File: config.mk
export PLATFORM = sky130hd
export DESIGN_NAME = fig_overlay
export DESIGN_NICKNAME = d
export VERILOG_FILES = /design/src/rtl/fig_pkg.sv /design/src/rtl/fig_blink.sv /design/src/rtl/fig_overlay.sv
export SDC_FILE = /design/constraint.sdc
export NUM_CORES = 1
export LEC_CHECK = 0
export CAP_MARGIN = 30
export CORE_MARGIN = 1
export CORE_UTILIZATION = 61
export DETAILED_ROUTE_END_ITERATION = 10
export GPL_ROUTABILITY_DRIVEN = 0
export PLACE_DENSITY = 0.85
export SLEW_MARGIN = 10
export SYNTH_ARGS = -nofsm -noshare
export SYNTH_HDL_FRONTEND = slang
export SYNTH_HIERARCHICAL = 1
export SYNTH_SLANG_ARGS = --single-unit
File: constraint.sdc
create_clock -name clk -period 7.9 [get_ports clk]
set_input_delay 0.79 -clock clk [delete_from_list [all_inputs] [get_ports clk]]
set_output_delay 0.79 -clock clk [all_outputs]
set_load 0.01 [all_outputs]
File: src/rtl/fig_pkg.sv
// Shared figure definitions for the board renderer, cursor logic and fig_overlay.
// Holds glyph encodings, the default coordinate width and a counter-width helper.
package fig_pkg;

    localparam int FIG_W = 11;

    typedef enum logic [1:0] {
        FIG_SOLID   = 2'd0,
        FIG_OUTLINE = 2'd1,
        FIG_X       = 2'd2,
        FIG_PLUS    = 2'd3
    } fig_mode_e;

    // Counter width for a modulo-n counter; never narrower than one bit.
    function automatic int unsigned fig_cnt_width(input int unsigned n);
        return (n > 1) ? $clog2(n) : 1;
    endfunction

endpackage

File: src/rtl/fig_blink.sv
// Frame-synchronous blink phase generator; one instance may drive several figures
// so that their blinking stays in step.
module fig_blink
    import fig_pkg::*;
#(
    parameter int BLINK_FRAMES = 30
) (
    input  logic clk,
    input  logic rst_n,
    input  logic blink_en,
    input  logic frame_tick,
    output logic vis
);

    localparam int unsigned CW = fig_cnt_width(BLINK_FRAMES);
    localparam logic [CW-1:0] LAST = CW'(BLINK_FRAMES - 1);

    logic [CW-1:0] fcnt;

    // While disabled the counter idles at 0, so a tick arriving together with
    // the enable edge is counted as the first frame of the phase.
    always_ff @(posedge clk or negedge rst_n) begin
        if (!rst_n) begin
            fcnt <= '0;
            vis  <= 1'b1;
        end else if (!blink_en) begin
            fcnt <= '0;
            vis  <= 1'b1;
        end else if (frame_tick) begin
            if (fcnt == LAST) begin
                fcnt <= '0;
                vis  <= ~vis;
            end else begin
                fcnt <= fcnt + CW'(1);
            end
        end
    end

endmodule

File: src/rtl/fig_overlay.sv
// Two-stage per-pixel figure generator: stage 1 localises the scan position to the
// cell, stage 2 evaluates the selected glyph and applies the blink phase.
module fig_overlay
    import fig_pkg::*;
#(
    parameter int W            = FIG_W,
    parameter int SIZE         = 64,
    parameter int THICK        = 4,
    parameter int BLINK_FRAMES = 30
) (
    input  logic         clk,
    input  logic         rst_n,
    input  logic [W-1:0] hcount,
    input  logic [W-1:0] vcount,
    input  logic [W-1:0] hmin,
    input  logic [W-1:0] vmin,
    input  logic         in_valid,
    input  logic         en,
    input  logic [1:0]   mode,
    input  logic         blink_en,
    input  logic         frame_tick,
    output logic         out,
    output logic         out_valid
);

    // Geometry constants carried one bit wider so sums and differences cannot wrap.
    localparam logic [W:0] SZ   = (W+1)'(SIZE);
    localparam logic [W:0] SZM1 = (W+1)'(SIZE - 1);
    localparam logic [W:0] TK   = (W+1)'(THICK);
    localparam logic [W:0] EDGE = (W+1)'(SIZE - THICK);
    localparam logic [W:0] CLO  = (W+1)'((SIZE - THICK) / 2);
    localparam logic [W:0] CHI  = (W+1)'((SIZE - THICK) / 2 + THICK - 1);

    function automatic logic outline_hit(input logic [W:0] h, input logic [W:0] v);
        return (h < TK) || (h >= EDGE) || (v < TK) || (v >= EDGE);
    endfunction

    function automatic logic x_hit(input logic [W:0] h, input logic [W:0] v);
        logic [W:0] d;
        logic [W:0] s;
        logic [W:0] e;
        d = (h >= v) ? (h - v) : (v - h);
        s = h + v;
        e = (s >= SZM1) ? (s - SZM1) : (SZM1 - s);
        return (d < TK) || (e < TK);
    endfunction

    function automatic logic plus_hit(input logic [W:0] h, input logic [W:0] v);
        return ((h >= CLO) && (h <= CHI)) || ((v >= CLO) && (v <= CHI));
    endfunction

    function automatic logic glyph_hit(input fig_mode_e m, input logic [W:0] h,
                                       input logic [W:0] v);
        logic hit;
        case (m)
            FIG_SOLID:   hit = 1'b1;
            FIG_OUTLINE: hit = outline_hit(h, v);
            FIG_X:       hit = x_hit(h, v);
            FIG_PLUS:    hit = plus_hit(h, v);
            default:     hit = 1'b0;
        endcase
        return hit;
    endfunction

    logic [W-1:0] h_d;
    logic [W-1:0] v_d;
    logic         inside_d;

    logic [W-1:0] h_s1;
    logic [W-1:0] v_s1;
    logic         inside_s1;
    fig_mode_e    mode_s1;
    logic         en_s1;
    logic         valid_s1;

    logic         vis;
    logic         glyph_s1;

    // Left of / above the origin wraps to a large value and falls outside.
    always_comb begin
        h_d      = hcount - hmin;
        v_d      = vcount - vmin;
        inside_d = ({1'b0, h_d} < SZ) && ({1'b0, v_d} < SZ);
    end

    always_ff @(posedge clk or negedge rst_n) begin
        if (!rst_n) begin
            h_s1      <= '0;
            v_s1      <= '0;
            inside_s1 <= 1'b0;
            mode_s1   <= FIG_SOLID;
            en_s1     <= 1'b0;
            valid_s1  <= 1'b0;
        end else begin
            h_s1      <= h_d;
            v_s1      <= v_d;
            inside_s1 <= inside_d;
            mode_s1   <= fig_mode_e'(mode);
            en_s1     <= en;
            valid_s1  <= in_valid;
        end
    end

    always_comb begin
        glyph_s1 = glyph_hit(mode_s1, {1'b0, h_s1}, {1'b0, v_s1});
    end

    fig_blink #(
        .BLINK_FRAMES (BLINK_FRAMES)
    ) u_blink (
        .clk        (clk),
        .rst_n      (rst_n),
        .blink_en   (blink_en),
        .frame_tick (frame_tick),
        .vis        (vis)
    );

    always_ff @(posedge clk or negedge rst_n) begin
        if (!rst_n) begin
            out       <= 1'b0;
            out_valid <= 1'b0;
        end else begin
            out       <= en_s1 && inside_s1 && glyph_s1 && vis && valid_s1;
            out_valid <= valid_s1;
        end
    end

endmodule
Yosys cells after proc, flatten, opt, wreduce, memory -nomap -nowiden
Cells that the tools add are included.

Output and inout port bits: 2. Bits in registers: 35.

Reduce and logical (&&, ||, !) cells: 14. Bitwise logic cells: 1. Order comparisons: 14. Multiplexer cells: 9. $add $sub $neg: 8. Eq/ne operators: 6.

Operators by type and width (count): less-than comparator 12 x 3 -> 1 bit, second input constant (2); two-way mux 12 bit (2); subtractor 11 x 11 -> 12 bit (2); >= comparator 11 x 5 -> 1 bit, second input constant (2); >= comparator 11 x 6 -> 1 bit, second input constant (2); <= comparator 11 x 6 -> 1 bit, second input constant (2); less-than comparator 11 x 3 -> 1 bit, second input constant (2); less-than comparator 11 x 7 -> 1 bit, second input constant (2); subtractor 11 bit (2); two-way mux 5 bit (3); adder 11 x 11 -> 12 bit (1); >= comparator 12 x 6 -> 1 bit, second input constant (1); subtractor 12 x 6 -> 12 bit, second input constant (1); subtractor 6 x 12 -> 12 bit, first input constant (1); >= comparator 11 bit (1); logical AND 1 bit (7); adder 5 x 1 -> 5 bit, second input constant (1); == test 5 bit, second input constant (1); logical OR 1 bit (5); == test 2 bit, second input constant (2); inequality test 2 x 1 -> 1 bit, second input constant (2); one-hot mux 1 bit (4 select lines) (1); two-way mux 1 bit (3); == test 2 x 1 -> 1 bit, second input constant (1); 3 further kinds (3).

Depth between registers and ports, before layout
Depth in word-level cells: 9. Depth in mapped cells: 13. Gate-level depth less buffers: 12.

Cells and area by module
Netlist, hierarchy kept.

Modules (own cells, without submodules): fig_overlay (area each 3779.9 µm², cells an instance 474, instances 1); fig_blink (area each 336.6 µm², cells an instance 34, instances 1).

Least setup slack after synthesis
No wires, ideal clock.

Kind: flip-flop to flip-flop. Start: register h_s1[7]. End: register out. Slack: 4793 ps. Stages on the path, launching flop included: 12. Arrival time: 3016 ps. Period minus slack after synthesis: 3107 ps. Data required time: 7808 ps. Cells stage by stage: dfrtp_1 -> inv_1 -> ha_1 -> a21o_1 -> a211oi_4 -> o2111ai_4 -> and3_4 -> a2111oi_2 -> o32ai_2 -> xnor2_1 -> or4_1 -> o31ai_2.

Word-level cells in the longest chain between the ends: 9. Elaborated cells between the ends (all ways): 25. Classes of those cells: 5 x add/sub; 8 x order compare; 3 x mux; 9 x reduce/logical.

Ends and longest elaborated chain: start: declaration (RTL line fig_overlay.sv:69) `logic [W-1:0] h_s1;`; start signal: assignment (RTL line fig_overlay.sv:88) `h_s1 <= '0;`; start signal: assignment (RTL line fig_overlay.sv:95) `h_s1 <= h_d;`; adder 11 x 11 -> 12 bit (RTL line fig_overlay.sv:43) `s = h + v;`; subtractor 6 x 12 -> 12 bit, or another cell as far along (RTL line fig_overlay.sv:44) `e = (s >= SZM1) ? (s - SZM1) : (SZM1 - s);`; two-way mux 12 bit (RTL line fig_overlay.sv:44); less-than comparator 12 x 3 -> 1 bit (RTL line fig_overlay.sv:45) `return (d < TK) || (e < TK);`; logical OR 1 bit (RTL line fig_overlay.sv:45); one-hot mux 1 bit (4 select lines) * (RTL line fig_overlay.sv:55) `case (m)`; logical AND 1 bit * (3 in series) (RTL line fig_overlay.sv:123) `out <= en_s1 && inside_s1 && glyph_s1 && vis && valid_s1;`; end signal: assignment (RTL line fig_overlay.sv:123); end: declaration (RTL line fig_overlay.sv:22) `output logic out,`.

Every way passes the cells marked *; elsewhere a longest branch is shown, timed or not. A chain may end at the register's enable or synchronous reset.

Final worst setup path
Start: register h_s1[4]. End: register out.

Same word-level chain as after synthesis.

==> results by group <==
Logic synthesis
  • Asr flop ratio synth: 1.00
  • FF+latch count, synth: 35
  • Top post-synthesis cells by area: dfrtp_1 21%, ha_1 17%, inv_1 6.2%, nor2_1 3.6%, xnor2_1 3.0%
  • Top cell type's share of synthesized area: 0.207
  • EDFF count, synth: 0
  • Ys flop type: dfrtp_1
  • Synthesized instance count: 508
  • Sequential element share of the synthesized area: 0.213
  • Unique masters post-synth: 71
  • Syn nets: 619
  • Post-Syn Area: 4120 um^2
  • Post-synth top area cell: dfrtp_1
  • Synth warn: 6
  • Syn Area/Cell: 8.10 um^2

Worst setup path
  • Crit Path Max Fanout: 16
  • CP cell instances: inv_1, ha_1, a21o_1, a31oi_1, o2111ai_4, and3_4, a2111oi_2, o32ai_2, xnor2_1, or4_1, o31ai_2
  • Req. time, crit path: 8120 ps
  • RR Endpoint: out
  • Worst r2r src: h_s1[4]
  • Top Family by Delay on Critical Path: compound AO/OA/AOI/OAI gates
  • WS Path Type: flip-flop to flip-flop
  • WP data arrival: 3820 ps
  • CP startpoint: h_s1[4]
  • CP Capture Type: flip-flop
  • Worst R2R Setup Slack: 4290 ps
  • R2R cell count: 11
  • Worst stage delay on the critical path: 540 ps
  • CP Buf/Inv Count: 1
  • Slowest CP cell: or4_1
  • Worst setup SP type: flip-flop

Floorplanning
  • Io pins: 54
  • Core Region: 6420 um^2
  • Total die area: 7080 um^2
  • Row cnt: 29
  • Die H: 84.1 um
  • Effective utilization at floorplan: 0.641
  • Die outline width: 84.1 um

STA
  • Final period util: 0.457
  • Achievable Freq: 277 MHz
  • Setup ws final: 4290 ps
  • Clock skew: 11.0 ps
  • Final setup violation count: 0
  • Tightest Pin Transition: 883 ps
  • Final Hold Viols: 0
  • Final min period: 3610 ps
  • Slew HR: 0.409
  • TNS Setup: 0 ps
  • Unrepaired setup endpoints after global routing: no
  • Final Max Slew Viols: 0

Worst hold path
  • Hold Path Class: flip-flop to flip-flop
  • Hold Crit Start: valid_s1
  • Hold EP: out_valid
  • WHS Path Cells: 0

Run
  • Max-Cap Viols: 0

CTS
  • CTS Buf Count: 5
  • Clock buffer depth: 2
  • Post-CTS Resized: 0
  • CTS tree: done
  • Post-CTS setup buffers: 0
  • Cts hold-fix bufs: 0
  • Worst skew pair latency: 300 ps
  • CTS clk-pin slew, worst paths: 80 ps
  • Root buf cell: clkbuf_8
  • Clock sink count: 35
  • H-tree levels: 2

Placed design
  • Place WS: 4340 ps
  • Hpwl dp: 7830 um
  • PortBufs: 53
  • Placed Cells: 627

GRT
  • Vias in the first global route: 3790
  • Met2 Use GR: 0.516
  • Global-route wire length before repair: 16700 um
  • M1 GR Usage: 0.361
  • Largest net degree at the start of global routing: 36
  • Met3 usage: 0.0344
  • Global route overflow: 0
  • All-layer global routing usage: 0.290
  • Most Crowded Layer GR: met2
  • Initial antenna violation count: 0

Detailed routing
  • DR vias/cell: 6.21
  • Wire length per cell: 15.3 um
  • 1st-iter DRT viols: 309
  • Vias: 3946
  • Router iterations before antenna repair: 7
  • Final ANT Viol Nets: 0
  • Final routed DRC violation total: 0
  • Total detailed-routing wirelength: 9710 um

Layout
  • Area delta synth->final: 16.3%
  • Most common cell after layout, fill and taps aside: inv_1
  • Antenna cells: 0
  • Nets: 668
  • Share of cells above drive strength 1: 0.0448
  • Fin cells: 635
  • Most frequent cells in the layout: 68 x inv_1, 56 x ha_1, 53 x clkdlybuf4s50_1, 39 x nor2_1, 34 x dfrtp_1

Power and ir drop
  • PwrDens: 229 nW/um^2
  • Static Leak: 2.27 nW
  • Peak supply drop: 0.0000907 V

Status
  • Status: finished, final reports clean
## per-layer routing
| metal | share of wire | vias up | wire (um) |
|---|---|---|---|
| met4 | 0.028 | 0 | 269 |
| met5 | 0 | - | 0 |
| met1 | 0.43 | 1832 | 4160 |
| li1 | - | 1922 | - |
| met3 | 0.053 | 35 | 513 |
| met2 | 0.49 | 157 | 4760 |
## through the flow
stage / util / instance area [um^2] / power (W) / hold slack (ps)
after floorplan: - / 4120 / 0.000784 / 347
after global placement: 0.731 / 4690 / 0.000922 / 354
after detailed placement: 0.731 / 4690 / 0.000942 / 382
after CTS: 0.745 / 4790 / 0.00108 / 399
after global routing: 0.745 / 4790 / 0.00118 / 416
final: 0.745 / 4790 / 0.00110 / 392
## worst max-delay path by stage
stage / cells past startpoint / end / slack [ps]
after floorplan: 11 / out / 4790
after global placement: 12 / inside_s1 / 4430
after detailed placement: 13 / inside_s1 / 4340
after CTS: 11 / out / 4360
after global routing: 12 / out / 4090
final: 11 / out / 4290
## cell families after synthesis
family / Yosys count / synth area share
buf+inv: 81 / 0.0769
xor+xnor: 24 / 0.0511
fa+ha+maj: 59 / 0.185
compound gates: 130 / 0.230
simple gates: 170 / 0.222
mux: 9 / 0.0222
flops: 35 / 0.213
## synthesized netlist by cell type (6+ instances only)
cell and n:
nor2_1 39, dfrtp_1 34, nand2b_1 9, nand2_1 30
o211ai_1 7, ha_1 56, or4_1 8, xor2_1 10
a21boi_0 7, inv_1 68, a21oi_1 20, nor2b_1 10
a21o_1 11, nand3_1 10, nor3_1 17, o21ai_0 22
nor4_1 7, a31oi_1 7, nand4_1 9, xnor2_1 14
mux2i_1 8, o21ai_1 6
## registers in the layout, summed over array words and instances (netlist names)
register,count
v_s1,11
en_s1,1
u_blink/vis,1
h_s1,11
inside_s1,1
out_valid,1
mode_s1,2
out,1
u_blink/fcnt,5
valid_s1,1
## layout make-up
class                      instances  area, um^2
multi-input combinational        392        2920
tap                               77        96.3
clock inverter                     3        25.0
fill                             484        1640
sequential                        35         877
clock buffer                       5        68.8
inverter                          69         259
timing repair buffer              54         538
## where the power goes
group,internal [W],switching [W]
logic,0.000299,0.000432
registers,0.000202,0.0000274
clock network,0.0000630,0.0000725
total,0.000564,0.000532
Note: power is estimated with default switching activity, not from simulation.
